--- config.mk ---
export PLATFORM = sky130hd
export DESIGN_NAME = gf180mcu_fd_sc_mcu7t5v0__setn_seq
export DESIGN_NICKNAME = d
export VERILOG_FILES = /design/src/rtl/gf180mcu_fd_sc_mcu7t5v0__setn_seq.sv
export SDC_FILE = /design/constraint.sdc
export NUM_CORES = 1
export LEC_CHECK = 0
export ABC_AREA = 1
export BUFFER_PORTS_ARGS = -buffer_cell sky130_fd_sc_hd__buf_2
export CORE_MARGIN = 4
export CORE_UTILIZATION = 44
export CTS_CLUSTER_SIZE = 28
export DETAILED_ROUTE_END_ITERATION = 10
export PLACE_DENSITY = 0.63
export SLEW_MARGIN = 15
export SYNTH_ARGS = -nofsm -noshare
export SYNTH_HDL_FRONTEND = slang
export SYNTH_SLANG_ARGS = --single-unit
--- constraint.sdc ---
create_clock -name CLK -period 2.5 [get_ports CLK]
set_input_delay 0.125 -clock CLK [delete_from_list [all_inputs] [get_ports CLK]]
set_output_delay 0.125 -clock CLK [all_outputs]
set_load 0.03 [all_outputs]
--- src/rtl/gf180mcu_fd_sc_mcu7t5v0__setn_seq.sv ---
// Staggered active-low SETN sequencer: asynchronous assertion from RN/REQ_N,
// synchronized release, minimum hold, then group-by-group release spaced by GAP.
module gf180mcu_fd_sc_mcu7t5v0__setn_seq #(
    parameter int STAGES = 2,   // release synchronizer depth (2..4)
    parameter int HOLD   = 4,   // cycles SETN stays low after synchronized release (1..255)
    parameter int GROUPS = 4,   // staggered SETN outputs (1..8)
    parameter int GAP    = 2    // cycles between consecutive group releases (1..15)
) (
    input  logic              CLK,
    input  logic              RN,
    input  logic              REQ_N,
    output logic [GROUPS-1:0] SETN,
    output logic              BUSY,
    output logic              DONE
);

    typedef enum logic [1:0] {
        ST_ASSERT  = 2'd0,
        ST_HOLD    = 2'd1,
        ST_STAGGER = 2'd2,
        ST_RUN     = 2'd3
    } state_t;

    localparam logic [7:0] HOLD_LAST = 8'(HOLD - 1);
    localparam logic [3:0] GAP_LAST  = 4'(GAP - 1);
    localparam logic [2:0] IDX_LAST  = 3'(GROUPS - 1);

    logic              clr_n;
    logic [STAGES-1:0] sync;
    logic              sync_pre;
    logic              sync_rel;
    state_t            state;
    logic [7:0]        hold_cnt;
    logic [3:0]        gap_cnt;
    logic [2:0]        idx;

    // NOTE: clr_n is the only async clear for every flop below; it asserts
    // instantly and releases only through the synchronizer chain.
    assign clr_n = RN & REQ_N;

    always_ff @(posedge CLK or negedge clr_n) begin
        if (!clr_n) begin
            sync <= '0;
        end else begin
            sync <= {sync[STAGES-2:0], 1'b1};
        end
    end

    assign sync_pre = sync[STAGES-2];
    assign sync_rel = sync[STAGES-1];

    // HOLD is entered on the same edge that sync_rel rises, so the first
    // group releases exactly STAGES + HOLD edges after clr_n rises.
    always_ff @(posedge CLK or negedge clr_n) begin
        if (!clr_n) begin
            state    <= ST_ASSERT;
            hold_cnt <= '0;
            gap_cnt  <= '0;
            idx      <= '0;
            SETN     <= '0;
            DONE     <= 1'b0;
        end else begin
            DONE <= 1'b0;
            case (state)
                ST_ASSERT: begin
                    if (sync_pre) begin
                        state    <= ST_HOLD;
                        hold_cnt <= '0;
                    end
                end
                ST_HOLD: begin
                    if (sync_rel) begin
                        if (hold_cnt == HOLD_LAST) begin
                            SETN[0] <= 1'b1;
                            if (IDX_LAST == 3'd0) begin
                                state <= ST_RUN;
                                DONE  <= 1'b1;
                            end else begin
                                state   <= ST_STAGGER;
                                idx     <= 3'd1;
                                gap_cnt <= GAP_LAST;
                            end
                        end else begin
                            hold_cnt <= hold_cnt + 8'd1;
                        end
                    end
                end
                ST_STAGGER: begin
                    if (gap_cnt == 4'd0) begin
                        SETN <= SETN | (GROUPS'(1) << idx);
                        if (idx == IDX_LAST) begin
                            state <= ST_RUN;
                            DONE  <= 1'b1;
                        end else begin
                            idx     <= idx + 3'd1;
                            gap_cnt <= GAP_LAST;
                        end
                    end else begin
                        gap_cnt <= gap_cnt - 4'd1;
                    end
                end
                default: begin
                    state <= ST_RUN;
                end
            endcase
        end
    end

    assign BUSY = ~&SETN;

endmodule
Word-level counts from Yosys, hierarchy flattened
Index checks and enable logic that the tools add are counted.
- word-level logic and storage cells: 65
- output and inout bits: 6
- register bits after elaboration: 24
- shift operators: 1
- mux-type cells: 27
- bitwise operators: 2
- reductions and logical operators: 12
- eq/ne operators: 12
- $add $sub $neg: 3
- operator list (operator ; number):
    $mux 8 ; 3
    $mux 4 ; 4
    $pmux 8 s2 ; 1
    $reduce_and 4->1 ; 4
    $ne 2x2->1 const B ; 7
    $mux 3 ; 4
    $mux 2 ; 5
    $reduce_and 5->1 ; 2
    $add 8x1->8 const B ; 1
    $eq 8x2->1 const B ; 1
    $pmux 4 s2 ; 1
    $mux 1 ; 6
    $pmux 2 s3 ; 1
    $pmux 3 s2 ; 1
    $logic_not 4->1 ; 1
    $or 4x4->4 ; 1
    $reduce_bool 2->1 ; 2
    $shl 1x3->4 const A ; 1
    $sub 4x1->4 const B ; 1
    $add 3x1->3 const B ; 1
    $eq 3x2->1 const B ; 1
    $ne 3x3->1 const B ; 1
    $eq 2x1->1 const B ; 1
    $eq 2x2->1 const B ; 1
    5 further kinds ; 5

Logic depth before layout (Yosys ltp)
- word-level depth: 4
- gate-level depth with buffers: 9
- gate-level depth less buffers: 8

Worst setup path after synthesis
No wires, ideal clock.
- path type: reg-to-reg
- from: reg idx[0]
- to: reg gap_cnt[1]
- setup time: 0.117 ns
- stages on the path, launching flop included: 9
- clock period less this slack: 1.380 ns
- setup slack: 1.120 ns
- arrival time: 1.263 ns
- buffers on the path: 0
- path through: dfrtp_1 ha_1 ha_1 nand3_1 nor2_2 nor2_1 nand3_1 nand2_1 nand2_1
- longest elaborated chain between the ends: 3
- RTL lines (element ; RTL line ; text):
    start: declaration ; 35 ; logic [2:0] idx;
    start signal: assignment ; 95 ; idx <= idx + 3'd1;
    $eq 3x2->1 ; 91 ; if (idx == IDX_LAST) begin
    $ne 3x3->1 (no line) ; - ;
    $reduce_and 4->1 (no line) ; - ;
    end signal: assignment ; 99 ; gap_cnt <= gap_cnt - 4'd1;
    end: declaration ; 34 ; logic [3:0] gap_cnt;
Every way passes these cells.
A chain may end at the register's enable or synchronous reset.

Worst setup path in the final report
- from: reg hold_cnt[5]
- to: reg gap_cnt[2]
- longest elaborated chain between the ends: 3
- RTL lines (element ; RTL line ; text):
    start: declaration ; 33 ; logic [7:0] hold_cnt;
    start signal: assignment ; 84 ; hold_cnt <= hold_cnt + 8'd1;
    $eq 8x2->1 ; 73 ; if (hold_cnt == HOLD_LAST) begin
    $ne 2x2->1 (no line) ; - ;
    $reduce_and 4->1 (no line) ; - ;
Every way passes these cells.

==> impl_metrics.csv <==
group,metric,value,unit
outcome,status,"complete, but fails checks",
outcome,violations,"negative hold slack",
yosys,synthAdderAreaFrac,7.414,%
place,placed_cells,204,
clock_network,cts_tree,"built",
route,route.detailed.drc,0,
yosys,synth_cell_type_count,25,
finish,fin_nets,189,
clock_network,numCtsBuffers,3,
critical_path,crit_top_cell,"nand2_1",
finish,areaGrowthSynthToFinish,8.527,%
place,portBuffers,8,
clock_network,clock_path_buffers,2,
clock_network,clock_latency,0.33,ns
timing,max_freq,631.8,MHz
timing,finalSetupTns,0,ns
power,p_leak,0.7477,nW
yosys,synthSimpleGateAreaFrac,32.44,%
critical_path,cp_slowest_cell,"dfrtp_1",
critical_path,path_cells,"nor3_1 > nand2_1 > nand2_1 > nand3_1 > nand2_1 > nand2_1",
job,cap_viol_max_count,0,
global_route,grtUsageTotal,13.88,%
critical_path,critPathLaunchType,"register",
finish,n_antenna_cell,0,
global_route,antenna_found_initial,0,
route,drt_iter0_drc,37,
yosys,syn_avg_cell_area,8.084,sq um
floorplanning,die_y,63.39,um
critical_path,worstPathRequired,2.74,ns
timing,period_share,63.31,%
yosys,synth_edf_count,0,
finish,drive_gt1_share,15.82,%
route,wire_per_inst,11.75,um
clock_network,cts.clk_slew.worst_paths,0.14,ns
floorplanning,start_util,47.32,%
route,ant_nets,0,
critical_path,r2r-start,"hold_cnt[5]",
timing,drv_slew,0,
yosys,synth_top_family_by_area,"simple AND/OR/NAND/NOR gates",
yosys,ys_warn_count,0,
clock_network,cts_setup_buffers,0,
route,vias,1070,
yosys,synth_area_leaders,"dfrtp_1 (44%), nand2_1 (14%), ha_1 (7.4%)",
route,vias_per_cell,5.144,
timing,setup_viol,0,
yosys,synth_xor_area_share,1.946,%
global_route,grt.overflow.total,0,
yosys,seq_area_frac_synth,44.49,%
clock_network,cts_resized,0,
yosys,postSynthCellCount,167,
route,dr.pass1.iters,4,
floorplanning,core_area,2853,sq um
timing,relSlewSlack,38.24,%
global_route,grt_max_degree,25,
yosys,synth-compound-area-share,6.951,%
power,p_per_area,1105,nW/um^2
power,ir_drop,0.5959,mV
critical_path,critPathMaxStageDelay,0.45,ns
global_route,grt_pass1_wl,4347,um
critical_path,path_max_fanout,8,
critical_path,critPathKind,"register to register",
floorplanning,dieArea,4018,sq um
critical_path,startpoint,"hold_cnt[5]",
clock_network,cts-root-buf,"clkbuf_4",
timing,min_period,1.583,ns
yosys,synth_mux_area_share,0,%
floorplanning,io_pins,9,
place,hpwl,1772,um
yosys,dominantRegCellSynth,"dfrtp_1",
critical_path,crit_arrival,1.82,ns
timing,worstMarginPinSlew,0.9254,ns
place,gp_congestion,0.8193,
floorplanning,die_w,63.39,um
clock_network,clock-sinks,24,
clock_network,cts_max_level,1,
yosys,synth.most_common_cell,"nand2_1",
timing,rsz0062_at_grt,"no",
yosys,synth-seq-cells,24,
timing,worst_slack,0.9173,ns
route,wirelength,2444,um
global_route,grt_pass1_vias,988,
place,dpl_worst_slack,0.9562,ns
yosys,yosys.area.top_type_share,44.49,%
min_path,hold_class,"input pin to async pin",
timing,skew,0.002045,ns
clock_network,hold_buffers,0,
yosys,yosys.area.top_type,"dfrtp_1",
yosys,postSynthNetCount,178,
yosys,syn_area,1350,sq um
yosys,async_reset_ff_share,100.0,%
critical_path,worstSetupEndpointType,"register",
yosys,synth_common_cells,"nand2_1 (50), dfrtp_1 (24), inv_1 (16)",
finish,fin_cells,208,
timing,finalHoldViolations,24,
timing,timing.hold.ws,-0.01413,ns
floorplanning,num_rows,19,
[state kept, by name, summed over array words and instances, names as in the netlist]
| register | count |
|---|---|
| gap_cnt | 4 |
| sync | 2 |
| DONE | 1 |
| idx | 3 |
| hold_cnt | 8 |
| state | 2 |
| SETN | 4 |
[final cells by class]
cell class              instances  area (sq um)
fillers                       280          1388
well taps                      31         38.79
flip-flops and latches         24         600.6
clock inverters                 1         30.03
clock buffers                   3         22.52
inverters                      19         71.32
repair buffers                  8         40.04
multi-input cells             122         661.9
[worst paths after layout]
check	depth (start not counted)	slack [ns]	endpoint
max reg2reg	6	0.92	gap_cnt[2]
min reg2reg	0	0.40	sync[1]
max	6	0.92	gap_cnt[2]
min	3	-0.01	hold_cnt[5]
max in group asynchronous	3	1.95	DONE
min in group CLK	0	0.40	sync[1]
[cell usage in the layout, fill, tap and decap left out, types with 6 or more instances in the layout]
cell,synthesis,layout
nand2_1,50,50
dfrtp_1,24,24
inv_1,16,16
nor2_1,13,13
nand3_1,13,13
ha_1,8,8
buf_2,1,8
nand4_1,6,6
o21ai_0,6,6
[worst max-delay path: cells and delay by family, from the launching register on]
kind / cells / cell delay (ns)
AND/OR/NAND/NOR: 6 / 1.04
flip-flops: 1 / 0.45
[power by group]
group / leakage [nW] / internal (mW) / total [mW] / switching (mW)
Clock: 0.0279 / 0.162 / 0.291 / 0.129
Combinational: 0.410 / 0.256 / 0.740 / 0.484
Sequential: 0.310 / 0.495 / 0.588 / 0.0930
Total: 0.748 / 0.913 / 1.62 / 0.706
[routing by layer]
metal	wire length (um)	track usage [%]	vias up	part of all wire, %
met1	1259	19.51	491	52
met5	0	0	-	0
met3	68	2.131	5	2.8
met2	1058	20.47	16	43
li1	-	-	558	-
met4	58	7.278	0	2.4
[stage by stage]
stage	util [%]	area [sq um]	power, mW
2_1_floorplan	-	1350	1.188
3_3_place_gp	49.52	1413	1.316
3_5_place_dp	49.52	1413	1.336
4_1_cts	51.36	1465	1.637
5_1_grt	51.36	1465	1.779
6_report	51.36	1465	1.619
[cells by family (layout without fill, tap and decap cells)]
group	count (synthesis)	in the layout
and+or+nand+nor	95	95
DFF	24	24
buffers and inverters	21	31
AOI/OAI and AO/OA	15	15
adders and majority gates	8	8
xor gates and xnor gates	3	3
other	1	1
Note: power is estimated with default switching activity, not from simulation.
